$ cat src/rtl/pipe_stage_skid.sv
// Inter-stage pipeline register with valid/ready handshake, one-entry skid buffer,
// synchronous flush to bubbles and saturating stall/bubble/flush counters.
module pipe_stage_skid #(
  parameter int unsigned       DATA_W      = 32,
  parameter int unsigned       CTRL_W      = 16,
  parameter logic [CTRL_W-1:0] BUBBLE_CTRL = '0,
  parameter int unsigned       CNT_W       = 16
) (
  input  logic              clock,
  input  logic              reset,
  input  logic              flush,
  input  logic              in_valid,
  output logic              in_ready,
  input  logic [DATA_W-1:0] in_data,
  input  logic [CTRL_W-1:0] in_ctrl,
  output logic              out_valid,
  input  logic              out_ready,
  output logic [DATA_W-1:0] out_data,
  output logic [CTRL_W-1:0] out_ctrl,
  output logic [1:0]        occupancy,
  output logic [CNT_W-1:0]  stall_cnt,
  output logic [CNT_W-1:0]  bubble_cnt,
  output logic [CNT_W-1:0]  flush_cnt
);

  logic              skid_valid;
  logic [DATA_W-1:0] skid_data;
  logic [CTRL_W-1:0] skid_ctrl;
  logic              accept;
  logic              fire;

  // in_ready comes straight off a flop, so back-pressure never ripples upstream.
  assign in_ready  = !skid_valid;
  assign accept    = in_valid && in_ready;
  assign fire      = out_valid && out_ready;
  assign occupancy = {1'b0, out_valid} + {1'b0, skid_valid};

  // NOTE: sequential state uses non-blocking assignments so every flop samples pre-edge values.
  // NOTE: the payload registers are reset too, because downstream may decode ctrl without valid.
  always_ff @(posedge clock) begin
    if (!reset || flush) begin
      out_valid  <= 1'b0;
      out_data   <= '0;
      out_ctrl   <= BUBBLE_CTRL;
      skid_valid <= 1'b0;
      skid_data  <= '0;
      skid_ctrl  <= '0;
    end else if (skid_valid) begin
      if (fire) begin
        out_data   <= skid_data;
        out_ctrl   <= skid_ctrl;
        skid_valid <= 1'b0;
        skid_data  <= '0;
        skid_ctrl  <= '0;
      end
    end else if (accept) begin
      if (out_valid && !fire) begin
        skid_valid <= 1'b1;
        skid_data  <= in_data;
        skid_ctrl  <= in_ctrl;
      end else begin
        out_valid <= 1'b1;
        out_data  <= in_data;
        out_ctrl  <= in_ctrl;
      end
    end else if (fire) begin
      out_valid <= 1'b0;
      out_data  <= '0;
      out_ctrl  <= BUBBLE_CTRL;
    end
  end

  function automatic logic [CNT_W-1:0] sat_inc(input logic [CNT_W-1:0] v, input logic en);
    return (en && (v != '1)) ? v + CNT_W'(1) : v;
  endfunction

  // Counters survive flush; only reset clears them.
  always_ff @(posedge clock) begin
    if (!reset) begin
      stall_cnt  <= '0;
      bubble_cnt <= '0;
      flush_cnt  <= '0;
    end else begin
      stall_cnt  <= sat_inc(stall_cnt, out_valid && !out_ready);
      bubble_cnt <= sat_inc(bubble_cnt, !out_valid);
      flush_cnt  <= sat_inc(flush_cnt, flush);
    end
  end

endmodule

$ cat config.mk
export PLATFORM = sky130hd
export DESIGN_NAME = pipe_stage_skid
export DESIGN_NICKNAME = d
export VERILOG_FILES = /design/src/rtl/pipe_stage_skid.sv
export SDC_FILE = /design/constraint.sdc
export NUM_CORES = 1
export LEC_CHECK = 0
export CORE_ASPECT_RATIO = 0.8
export CORE_MARGIN = 5
export CORE_UTILIZATION = 40
export DETAILED_ROUTE_END_ITERATION = 10
export GPL_ROUTABILITY_DRIVEN = 0
export PLACE_DENSITY = 0.78
export SYNTH_ARGS = -nofsm -noshare
export SYNTH_HDL_FRONTEND = slang
export SYNTH_SLANG_ARGS = --single-unit
$ cat constraint.sdc
create_clock -name clock -period 1.7 [get_ports clock]
set_input_delay 0.34 -clock clock [delete_from_list [all_inputs] [get_ports clock]]
set_output_delay 0.34 -clock clock [all_outputs]
set_load 0.1 [all_outputs]
==> results.md <==
* Status: finished, final reports clean
* RSZ-0062 raised after global routing: true
* Main synth FF type: dfxtp_1
* Vias in the first global route at 5826
* Die X at 148 um
* Root Driver: clkbuf_16
* Largest net degree at the start of global routing at 41
* Num ports at 153
* Antenna violations before repair at 1
* Ys Warns at 0
* Area Growth Syn to Fin at 70.5%
* Crit Path Category: reg2reg
* Vias per cell at 5.63
* Synthesized Nets at 745
* Max Slew Vio Count at 0
* Skew-Pair Late Insertion Delay at 0.42 ns
* Drt pass-1 iters at 5
* Async SR Flop Fraction at 0
* Area leader, netlist: dfxtp_1
* Area of the mapped netlist at 6090 um2
* Hold/Removal Path Class: reg2reg
* Final Hold Fails at 0
* Worst-margin pin slew at 0.445 ns
* Die area at 17800 um2
* Dpl ws at -0.408 ns
* Grt ovf at 0
* Period utilization at 0.991
* Critical path launch point type: flip-flop
* Synth Register Bits at 146
* Most frequent cell after synthesis: dfxtp_1
* Synth cell count leaders: dfxtp_1, nor2_1, a22oi_1
* CP max stage cell: or4_4
* Post-synth EDFFs at 0
* Initial core utilization at 0.407
* VDD IR max at 0.782 mV
* Final HPWL DP at 12600 um
* Clock buffer depth at 2
* Sequential area share after synthesis at 0.480
* P per Cell Area at 816 nW/um2
* TritonCTS clock tree: built
* CTS Sinks at 146
* Post-Syn Instances at 688
* Worst Path Required at 2.04 ns
* Synth unique cells at 49
* CTS buffer count at 17
* Row count at 40
* First-pass GRT wire length at 29500 um
* WL/cell at 16.6 um
* ANT nets after route at 0
* Fin Setup TNS at 0 ns
* Tot Pwr at 0.00848 W
* Delay of the slowest cell on the worst path at 0.60 ns
* Fmax at 0.594 GHz
* LEAKAGE at 3.76 nW
* Placed inst area at 9680 um2
* Htree depth at 4
* Avg Inst Size Synth at 8.86 um2
* Final Skew at 0.00943 ns
* Clock Pin Slew Worst Setup and Hold Paths at 0.06 ns
* Filler instances at 1072
* Fin crit period at 1.68 ns
* Critical Path End Type: flip-flop
* CP Cell Sequence: nand3_2 > or4_4 > or4_4 > a21oi_2
* Crit path max fanout at 8
* Fraction of layout cells with a size suffix above 1 at 0.331
* Design Area, Final at 10400 um2
* GRT Util Overall at 0.201
* Initial DRC count at 409
* Die Height at 120 um
* Final net count at 942
* Port Buffer Count at 152
* Final worst slack at 0.0156 ns
* Top cell type's share of synthesized area at 0.480
* Synth area leaders: dfxtp_1, a22oi_1, nor2_1
* WL final at 18100 um
* Arr. time, crit path at 2.03 ns
* # DRC at 0
* Total number of vias at 6128
* Critical path's most frequent cell: or4_4
* Max Cap Viol at 0
* Cts hold-fix bufs at 0
* Final Setup Violations at 0
* Placeable Area at 15000 um2
* Slew headroom at 0.701
## cell families (layout without fill, tap and decap cells)
kind of cell / after synthesis / after routing / share of synthesized area
and+or+nand+nor: 243 / 243 / 0.198
buffers and inverters: 60 / 270 / 0.0378
xor gates and xnor gates: 3 / 3 / 0.00431
AOI/OAI and AO/OA: 222 / 222 / 0.256
DFF: 146 / 146 / 0.480
other: 0 / 1 / 0
muxes: 10 / 10 / 0.0164
adders and majority gates: 4 / 4 / 0.00821
## worst max-delay path, delay by kind of cell (launching register included)
| family | cells | cell delay, ns |
|---|---|---|
| simple gates | 3 | 1.12 |
| compound gates | 1 | 0.13 |
| flops | 1 | 0.37 |
## where the power goes
part	total (W)	switching, W	internal (W)
combinational	0.00140	0.000839	0.000561
sequential	0.00351	0.0000829	0.00343
clock	0.00357	0.00162	0.00194
total	0.00848	0.00254	0.00593
## worst paths after layout
check	start	cells after the start	end	slack [ns]
setup reg to reg	stall_cnt[1]	4	stall_cnt[15]	0.02
hold reg to reg	skid_data[19]	2	skid_data[19]	0.50
hold / removal	skid_data[19]	2	skid_data[19]	0.50
setup / recovery	stall_cnt[1]	4	stall_cnt[15]	0.02
## placed cells by master, fill, tap and decap left out, types with 6 or more instances in the layout
cell type,count
buf_12,111
nor2_1,109
a22oi_1,96
dfxtp_1,96
buf_4,64
clkdlybuf4s50_1,52
a211oi_1,50
dfxtp_4,45
nand2_1,28
a21oi_1,26
clkbuf_16,17
nand4_1,13
o31ai_1,12
nand2b_1,11
nand3_1,10
nor3_1,10
o21ai_0,10
mux2i_1,10
or4_1,9
inv_1,8
and3_1,7
or3_1,6
## per-stage QoR
step,hold slack [ns],instances,util
finish,0.497,1088,0.694
global route,0.520,1088,0.694
CTS,0.496,1081,0.687
detailed placement,0.485,1047,0.647
global placement,0.472,1047,0.647
floorplan,0.466,688,-
## routing by layer
metal	part of all wire	GRT usage
met5	0	0
met4	0.024	0.0762
met3	0.046	0.0405
met2	0.48	0.325
met1	0.45	0.266
## state kept, by name, indices dropped and copies added, names as in the netlist
name	cells
bubble_cnt	16
flush_cnt	16
out_ctrl	16
out_data	32
out_valid	1
skid_ctrl	16
skid_data	32
skid_valid	1
stall_cnt	16
## cell type report
| class | instances | area (um2) | area share |
|---|---|---|---|
| Multi-Input combinational cell | 482 | 3200 | 0.308 |
| Clock buffer | 17 | 425 | 0.0409 |
| Antenna cell | 1 | 2.50 | 0.000241 |
| Tap cell | 189 | 236 | 0.0228 |
| Clock inverter | 15 | 143 | 0.0137 |
| Timing Repair Buffer | 230 | 3260 | 0.313 |
| Inverter | 8 | 30.0 | 0.00289 |
| Sequential cell | 146 | 3100 | 0.298 |
## timing repair
item | 4_1_cts | 5_1_grt
buffers inserted | 2 | 6
gates resized for setup | 4 | 14
pin swaps | 0 | 5
endpoints found under the setup margin | 6 | 30
cloned | 0 | 0
Note: power is estimated with default switching activity, not from simulation.
